==> config.mk <==
export PLATFORM = sky130hd
export DESIGN_NAME = arbitro_memoria_flat
export DESIGN_NICKNAME = d
export VERILOG_FILES = /design/src/rtl/arbitro_memoria_if.sv /design/src/rtl/arbitro_memoria.sv /design/src/flat_wrapper.sv
export SDC_FILE = /design/constraint.sdc
export NUM_CORES = 1
export LEC_CHECK = 0
export CAP_MARGIN = 30
export CORE_AREA = 2 2 226 228
export DETAILED_ROUTE_END_ITERATION = 7
export DIE_AREA = 0 0 228 230
export PLACE_DENSITY = 0.5
export SLEW_MARGIN = 20
export SYNTH_ARGS = -nofsm -noshare
export SYNTH_HDL_FRONTEND = slang
export SYNTH_SLANG_ARGS = --single-unit
==> constraint.sdc <==
create_clock -name clk -period 2 [get_ports clk]
set_input_delay 0.3 -clock clk [delete_from_list [all_inputs] [get_ports clk]]
set_output_delay 0.3 -clock clk [all_outputs]
set_load 0.03 [all_outputs]
==> src/rtl/arbitro_memoria_if.sv <==
// Bus bundle between two requesters, the arbiter and a shared single-port memory.
// The slave modport is the arbiter's view; master is the requester/memory side.
interface arbitro_memoria_if;
    logic        m0_req;
    logic        m0_wr;
    logic [63:0] m0_addr;
    logic [63:0] m0_wdata;
    logic        m0_gnt;
    logic        m0_rvalid;
    logic [63:0] m0_rdata;

    logic        m1_req;
    logic        m1_wr;
    logic [63:0] m1_addr;
    logic [63:0] m1_wdata;
    logic        m1_gnt;
    logic        m1_rvalid;
    logic [63:0] m1_rdata;

    logic [63:0] mem_addr;
    logic [63:0] mem_wdata;
    logic        mem_wr;
    logic [63:0] mem_rdata;
    logic        busy;

    modport slave (
        input  m0_req, m0_wr, m0_addr, m0_wdata,
        input  m1_req, m1_wr, m1_addr, m1_wdata,
        input  mem_rdata,
        output m0_gnt, m0_rvalid, m0_rdata,
        output m1_gnt, m1_rvalid, m1_rdata,
        output mem_addr, mem_wdata, mem_wr, busy
    );

    modport master (
        output m0_req, m0_wr, m0_addr, m0_wdata,
        output m1_req, m1_wr, m1_addr, m1_wdata,
        output mem_rdata,
        input  m0_gnt, m0_rvalid, m0_rdata,
        input  m1_gnt, m1_rvalid, m1_rdata,
        input  mem_addr, mem_wdata, mem_wr, busy
    );
endinterface

==> src/rtl/arbitro_memoria.sv <==
// Round-robin arbiter giving two requesters (fetch / load-store) access to one
// single-port memory with fixed read latency RD_LAT (1..15).
module arbitro_memoria #(
    parameter int RD_LAT = 1
) (
    input logic              clk,
    input logic              reset,
    arbitro_memoria_if.slave bus
);
    typedef enum logic [1:0] {IDLE, ACCESS, WAIT, RESP} state_t;

    localparam logic [3:0] LAT_LOAD = 4'(RD_LAT - 1);

    state_t      r_state;
    state_t      w_next;
    logic        r_owner;
    logic        r_last_owner;
    logic        r_wr;
    logic [63:0] r_addr;
    logic [63:0] r_wdata;
    logic [63:0] r_rdata0;
    logic [63:0] r_rdata1;
    logic [3:0]  r_cnt;
    logic        w_any_req;
    logic        w_winner;

    // On a tie the requester not served last wins.
    always_comb begin
        w_any_req = bus.m0_req | bus.m1_req;
        if (bus.m0_req && bus.m1_req) w_winner = ~r_last_owner;
        else                          w_winner = bus.m1_req;
    end

    always_ff @(posedge clk) begin
        if (reset) r_state <= IDLE;
        else       r_state <= w_next;
    end

    always_comb begin
        w_next = r_state;
        case (r_state)
            IDLE:    if (w_any_req) w_next = ACCESS;
            ACCESS:  w_next = r_wr ? IDLE : WAIT;
            WAIT:    if (r_cnt == 4'd0) w_next = RESP;
            RESP:    w_next = IDLE;
            default: w_next = IDLE;
        endcase
    end

    // r_addr/r_wdata double as the memory bus, so they hold outside a transaction.
    always_ff @(posedge clk) begin
        if (reset) begin
            r_owner      <= 1'b0;
            r_last_owner <= 1'b1;
            r_wr         <= 1'b0;
            r_addr       <= '0;
            r_wdata      <= '0;
            r_rdata0     <= '0;
            r_rdata1     <= '0;
            r_cnt        <= '0;
        end else begin
            case (r_state)
                IDLE: begin
                    if (w_any_req) begin
                        r_owner      <= w_winner;
                        r_last_owner <= w_winner;
                        r_wr         <= w_winner ? bus.m1_wr    : bus.m0_wr;
                        r_addr       <= w_winner ? bus.m1_addr  : bus.m0_addr;
                        r_wdata      <= w_winner ? bus.m1_wdata : bus.m0_wdata;
                    end
                end
                ACCESS: if (!r_wr) r_cnt <= LAT_LOAD;
                WAIT: begin
                    if (r_cnt != 4'd0) begin
                        r_cnt <= r_cnt - 4'd1;
                    end else if (r_owner) begin
                        r_rdata1 <= bus.mem_rdata;
                    end else begin
                        r_rdata0 <= bus.mem_rdata;
                    end
                end
                default: ;
            endcase
        end
    end

    always_comb begin
        bus.m0_gnt    = (r_state == ACCESS) && !r_owner;
        bus.m1_gnt    = (r_state == ACCESS) &&  r_owner;
        bus.m0_rvalid = (r_state == RESP)   && !r_owner;
        bus.m1_rvalid = (r_state == RESP)   &&  r_owner;
        bus.m0_rdata  = r_rdata0;
        bus.m1_rdata  = r_rdata1;
        bus.mem_addr  = r_addr;
        bus.mem_wdata = r_wdata;
        bus.mem_wr    = (r_state == ACCESS) && r_wr;
        bus.busy      = (r_state != IDLE);
    end
endmodule

==> src/flat_wrapper.sv <==
// flat-port wrapper written by rule: the top's interface ports become plain ports
module arbitro_memoria_flat 
#(
    parameter int RD_LAT = 1
)
  (clk, reset, bus_m0_req, bus_m0_wr, bus_m0_addr, bus_m0_wdata, bus_m1_req, bus_m1_wr, bus_m1_addr, bus_m1_wdata, bus_mem_rdata, bus_m0_gnt, bus_m0_rvalid, bus_m0_rdata, bus_m1_gnt, bus_m1_rvalid, bus_m1_rdata, bus_mem_addr, bus_mem_wdata, bus_mem_wr, bus_busy);
  arbitro_memoria_if bus_i ();
  input logic clk;
  input logic reset;
  input wire logic [$bits(bus_i.m0_req)-1:0] bus_m0_req;
  input wire logic [$bits(bus_i.m0_wr)-1:0] bus_m0_wr;
  input wire logic [$bits(bus_i.m0_addr)-1:0] bus_m0_addr;
  input wire logic [$bits(bus_i.m0_wdata)-1:0] bus_m0_wdata;
  input wire logic [$bits(bus_i.m1_req)-1:0] bus_m1_req;
  input wire logic [$bits(bus_i.m1_wr)-1:0] bus_m1_wr;
  input wire logic [$bits(bus_i.m1_addr)-1:0] bus_m1_addr;
  input wire logic [$bits(bus_i.m1_wdata)-1:0] bus_m1_wdata;
  input wire logic [$bits(bus_i.mem_rdata)-1:0] bus_mem_rdata;
  output wire logic [$bits(bus_i.m0_gnt)-1:0] bus_m0_gnt;
  output wire logic [$bits(bus_i.m0_rvalid)-1:0] bus_m0_rvalid;
  output wire logic [$bits(bus_i.m0_rdata)-1:0] bus_m0_rdata;
  output wire logic [$bits(bus_i.m1_gnt)-1:0] bus_m1_gnt;
  output wire logic [$bits(bus_i.m1_rvalid)-1:0] bus_m1_rvalid;
  output wire logic [$bits(bus_i.m1_rdata)-1:0] bus_m1_rdata;
  output wire logic [$bits(bus_i.mem_addr)-1:0] bus_mem_addr;
  output wire logic [$bits(bus_i.mem_wdata)-1:0] bus_mem_wdata;
  output wire logic [$bits(bus_i.mem_wr)-1:0] bus_mem_wr;
  output wire logic [$bits(bus_i.busy)-1:0] bus_busy;
  assign bus_i.m0_req = bus_m0_req;
  assign bus_i.m0_wr = bus_m0_wr;
  assign bus_i.m0_addr = bus_m0_addr;
  assign bus_i.m0_wdata = bus_m0_wdata;
  assign bus_i.m1_req = bus_m1_req;
  assign bus_i.m1_wr = bus_m1_wr;
  assign bus_i.m1_addr = bus_m1_addr;
  assign bus_i.m1_wdata = bus_m1_wdata;
  assign bus_i.mem_rdata = bus_mem_rdata;
  assign bus_m0_gnt = bus_i.m0_gnt;
  assign bus_m0_rvalid = bus_i.m0_rvalid;
  assign bus_m0_rdata = bus_i.m0_rdata;
  assign bus_m1_gnt = bus_i.m1_gnt;
  assign bus_m1_rvalid = bus_i.m1_rvalid;
  assign bus_m1_rdata = bus_i.m1_rdata;
  assign bus_mem_addr = bus_i.mem_addr;
  assign bus_mem_wdata = bus_i.mem_wdata;
  assign bus_mem_wr = bus_i.mem_wr;
  assign bus_busy = bus_i.busy;
  arbitro_memoria #(.RD_LAT(RD_LAT)) u_core (.clk(clk), .reset(reset), .bus(bus_i));
endmodule
==> impl_metrics.toml, run 1 <==
[outcome]
status = "finished clean"

[min_path]
min_from = "reset"
hold_end = "u_core.r_owner"
holdCritPathClass = "primary input to flop"
hold_depth = 2

[power]
powerDensity_nw_per_um2 = 852
ir_drop_mv = 0.606
finalPower_uw = 15900
p_leak_uw = 0.00684

[logic_synthesis]
netlist_top_cells_count = "265 x dfxtp_1, 259 x nand2_1, 133 x a21oi_1, 130 x nor2_1, 130 x o21ai_0"
synth_mux_area_frac = 0.000914
syn-mean-instance-area_um2 = 8.04
synth_compound_area_frac = 0.232
async_flop_share = 0
synth_simple_gate_area_frac = 0.206
syn_area_um2 = 11000
ys_top_cells_by_area = "dfxtp_1 48%, a311oi_1 10%, nand2_1 8.9%"
ys_seq_elements = 265
seq_area_frac_synth = 0.484
yosysWarnings = 0
yosysTopAreaCellShare = 0.484
yosysTopAreaCell = "dfxtp_1"
synth_edf_count = 0
synth_ff_type = "dfxtp_1"
synth_xor_xnor_area_share = 0
synth_cell_types = 40
yosys.area_share.adder = 0.00685
synth.most_common_cell = "dfxtp_1"
synth_top_family_by_area = "compound AO/OA/AOI/OAI gates"
syn_inst = 1363
synth_fp_nets = 1695

[place]
place_inst = 2542
finalWeightedCongestion = 0.848
port_buffers = 587
hpwl_um = 37800

[grt]
grt_pass1_wl_um = 74300
grt_max_degree = 90
grt_pass1_vias = 11800
grt.total_usage = 0.182
antenna_found_initial = 3
globalRoute.totalOverflow = 0

[sta]
slew_headroom = 0.639
finalSetupTns_ns = 0
tightest_slew_ns = 0.544
hold_violations = 0
setup_viol = 0
post-route-period-util = 0.983
fin_crit_ns = 1.97
fmax_ghz = 0.509
skew_ns = 0.0106
slew_viol_final = 0

[clock_tree]
clk_path_buf_depth = 3
htree_num_levels = 1
cts_inserted_buffers = 31
cts_num_sinks = 265
clock_latency_ns = 0.57
cts_tree = "done"
root_buffer = "clkbuf_16"
clk_pin_slew_ns = 0.06

[route]
vias = 12100
first_pass_iters = 5
drc = 0
wire_per_inst_um = 19.2
antenna_left = 0
via_per_inst = 4.64
drt-initial-drc-count = 633
wl_um = 50000

[setup_path]
cp-end-kind = "output pin"
crit_type = "flop to output pin"
cp.required_ns = 1.70
r2r_start = "u_core.r_state[0]"
cp_cell_sequence = "clkdlybuf4s50_1"
cp.arrival_ns = 1.67
critPathBufInv = 1
start_kind = "flop"
rrSetupSlack_ns = 0.17
worstRegToRegCells = 6
r2r_end = "u_core.bus.mem_addr[63]"
crit_slowest_cell = "clkdlybuf4s50_1"
cp_slowest_stage_delay_ns = 0.76
cp_top_family = "buffers and inverters"
crit_path_max_fanout = 2

[die]
core_area_um2 = 49900
die_x_um = 228
die_area_um2 = 52400
start_util = 0.220
die_y_um = 230
ios = 588
row_count = 82

[run]
cap_violations = 0

[final_layout]
layout.nets = 2238
drive_above_1_share = 0.0741
nFillCells = 5226
syn2layout_area_growth_pct = 70.9
finalCoreUtilization = 0.375
final_cell_count_no_fill = 2604
## routing by layer
layer	track usage	wire length, um	up-vias
met5	0	13	-
met4	0.0705	1920	2
met3	0.0508	3980	63
met1	0.217	20300	5666
li1	-	-	5897
met2	0.308	23800	461
## where the power goes
part           switching [uW]  leakage, uW  internal, uW
registers                 257      0.00217          5730
clock network            2360     0.000495          3190
logic                    2540      0.00417          1880
## cell type report
| type | count | area (um2) | area share |
|---|---|---|---|
| diodes | 2 | 5.00 | 0.000267 |
| clock buffers | 44 | 885 | 0.0473 |
| clock inverters | 13 | 93.8 | 0.00501 |
| inverters | 7 | 27.5 | 0.00147 |
| multi-input cells | 949 | 4930 | 0.263 |
| flip-flops and latches | 265 | 5310 | 0.284 |
| well taps | 672 | 841 | 0.0449 |
| repair buffers | 652 | 6620 | 0.354 |
## sequential cells by signal, indices dropped and copies added, names as in the netlist, named ones only
signal,cells
u_core.r_last_owner,1
u_core.bus.mem_wdata,64
u_core.r_owner,1
u_core.bus.mem_addr,64
u_core.r_cnt,4
u_core.bus.m0_rdata,64
u_core.r_wr,1
u_core.r_state,1
u_core.bus.m1_rdata,64
## cell usage in the layout, fill, tap and decap left out, types with 2 or more instances in the layout
cell type        synthesis  layout
or3b_2                   2       2
ha_1                     6       5
inv_1                    6       5
nand2_1                259     259
nor2b_1                  6       6
clkdlybuf4s50_1          0     540
a311oi_1               129     129
clkbuf_8                 0       7
buf_2                   47       3
nand3_1                128     128
clkbuf_16                0      31
buf_4                   19      44
diode_2                  0       2
dfxtp_1                265     262
nor2_1                 130     130
clkbuf_1                65       7
clkinv_2                 0      12
dlygate4sd2_1            0      36
o21ai_0                130     130
and2_4                   0       2
a21oi_1                133     133
dfxtp_4                  0       2
buf_12                   0      26
## worst max path at each step
stage / start / to / cells after the start
6_report: u_core.bus.mem_addr[61] / bus_mem_addr[61] / 1
5_1_grt: flop / u_core.bus.m1_rdata[29] / 7
4_1_cts: u_core.bus.mem_addr[30] / bus_mem_addr[30] / 1
3_5_place_dp: bus_m0_req / u_core.bus.mem_addr[49] / 7
3_3_place_gp: bus_m0_req / u_core.bus.mem_wdata[16] / 7
2_1_floorplan: u_core.r_state[0] / u_core.r_cnt[1] / 5
## cell families after synthesis
| family | after synthesis |
|---|---|
| compound gates | 404 |
| fa+ha+maj | 6 |
| buf+inv | 149 |
| flops | 265 |
| mux | 1 |
| simple gates | 538 |
## through the flow
| stage | hold slack [ns] | cell area, um2 | worst slack (ns) |
|---|---|---|---|
| 6_report | 0.238 | 18700 | 0.0344 |
| 5_1_grt | 0.252 | 18700 | -0.00387 |
| 4_1_cts | 0.200 | 18700 | 0.00337 |
| 3_5_place_dp | 0.466 | 17800 | -0.0187 |
| 3_3_place_gp | 0.460 | 17800 | 0.0548 |
| 2_1_floorplan | 0.448 | 11000 | 0.403 |
## what timing repair did
action	CTS	global route
gates resized for setup	54	6
buffers inserted	2	1
hold buffers	0	0
endpoints found under the setup margin	42	11
(Power assumes the default switching activity.)
==> run 2, diff against run 1 <==
==> constraint.sdc (replaced) <==
create_clock -name clk -period 2 [get_ports clk]
set_input_delay 0.2 -clock clk [delete_from_list [all_inputs] [get_ports clk]]
set_output_delay 0.2 -clock clk [all_outputs]
set_load 0.03 [all_outputs]
==> run 2 against run 1 <==
Compared with the run above:
- critical path depth unchanged
- sequential share of layout area down 0.36 points
- highest routed layer unchanged
- global-route usage about the same
- combinational power up 2%
- via count up 0.57%
- die area unchanged
- maximum frequency up 4.3%
- utilization up 0.45 points
==> impl_metrics.toml, run 2 (synthesis gave the netlist of run 1 again) <==
[die]
die_y_um = 230
start_util = 0.220
core_area_um2 = 49900
row_count = 82
die_area_um2 = 52400
die_x_um = 228
ios = 588

[final_layout]
drive_above_1_share = 0.0732
layout.nets = 2248
antenna_cells = 0
most-common-layout-cells = "577 x clkdlybuf4s50_1, 264 x dfxtp_1, 259 x nand2_1, 133 x a21oi_1"
syn2layout_area_growth_pct = 73.0
layout_commonest_cell = "clkdlybuf4s50_1"
fin_area_um2 = 18900
final_cell_count_no_fill = 2612

[sta]
slew_headroom = 0.526
whs_ns = 0.193
worst_slack_ns = 0.115
hold_violations = 0
fin_crit_ns = 1.89
rsz0062_at_grt = "no"
setup_viol = 0
fmax_ghz = 0.530
post-route-period-util = 0.943
finalSetupTns_ns = 0
slew_viol_final = 0
skew_ns = 0.0173
tightest_slew_ns = 0.711

[grt]
grt.total_usage = 0.181
globalRoute.totalOverflow = 0
grt_pass1_wl_um = 73600
grt_max_degree = 130
antenna_found_initial = 4
grt_pass1_vias = 11800

[setup_path]
crit_slowest_cell = "clkdlybuf4s50_1"
cp.required_ns = 1.80
cp-end-kind = "output pin"
cp_top_family = "buffers and inverters"
r2r_start = "u_core.r_state[0]"
crit_type = "flop to output pin"
crit_path_max_fanout = 2
cp.arrival_ns = 1.69
cp_cell_sequence = "clkdlybuf4s50_1"
start_kind = "flop"
critPathBufInv = 1
cp_slowest_stage_delay_ns = 0.79
crit_start = "u_core.bus.mem_wdata[6]"
rrSetupSlack_ns = 0.24

[place]
finalWeightedCongestion = 0.872
place_ws_ns = 0.0623
hpwl_um = 37500
place_inst = 2549
placed_area_um2 = 17700
port_buffers = 587

[route]
drt-initial-drc-count = 713
wire_per_inst_um = 19.1
first_pass_iters = 5
drc = 0
wl_um = 49900
antenna_left = 0
vias = 12200
via_per_inst = 4.65

[min_path]
min_from = "reset"
holdCritPathClass = "primary input to flop"

[outcome]
status = "finished clean"

[clock_tree]
clk_pin_slew_ns = 0.06
cts_inserted_buffers = 35
root_buffer = "clkbuf_16"
cts_num_sinks = 265
htree_num_levels = 2
clk_path_buf_depth = 3
clock_latency_ns = 0.52
cts_tree = "done"

[power]
powerDensity_nw_per_um2 = 892
ir_drop_mv = 0.526
p_leak_uw = 0.00677

[run]
cap_violations = 0
==> run 2: cell types whose count changed in the layout (fill, tap and decap cells not counted), moves of 3 or more <==
cell	change
buf_12	-5
clkinv_2	-9
buf_4	+8
clkbuf_1	+3
clkbuf_16	+6
buf_2	-3
dlygate4sd2_1	-32
clkdlybuf4s50_1	+37
==> run 2: timing repair <==
item                       CTS  global route
setup buffers                0             2
resized for setup           10             3
hold buffers                 0             0
setup endpoints to repair    6             4
==> run 2: cell type report <==
class	instances	area (um2)
clock buffer	53	1050
clock inverter	8	125
fill	5204	30900
inverter	7	27.5
multi-input combinational	949	4930
sequential	265	5310
tap	672	841
timing repair buffer	658	6670
==> run 2: power breakdown <==
part	leakage (uW)	switching (uW)	internal, uW
Combinational	0.00403	2540	1960
Sequential	0.00217	256	5730
Clock	0.000570	2430	4000
==> run 2: metal layers <==
metal / wire length (um) / up-vias / track usage / part of all wire
met4: 1200 / 8 / 0.0490 / 0.024
met1: 20300 / 5663 / 0.215 / 0.41
met2: 24400 / 499 / 0.317 / 0.49
met5: 53 / - / 0 / 0.0011
li1: - / 5925 / - / -
met3: 3970 / 63 / 0.0543 / 0.080
==> run 2: worst paths after layout <==
check,end,cells after the start
max,bus_mem_wdata[6],1
min,u_core.r_owner,2
max reg2reg,u_core.bus.mem_addr[49],7
min reg2reg,u_core.bus.m1_rdata[58],2
==> run 2: per-stage QoR <==
stage,power (uW),utilization
after floorplan,8350,-
after global placement,10600,0.356
after detailed placement,10600,0.356
after CTS,17200,0.379
after global routing,17700,0.380
final,16900,0.380
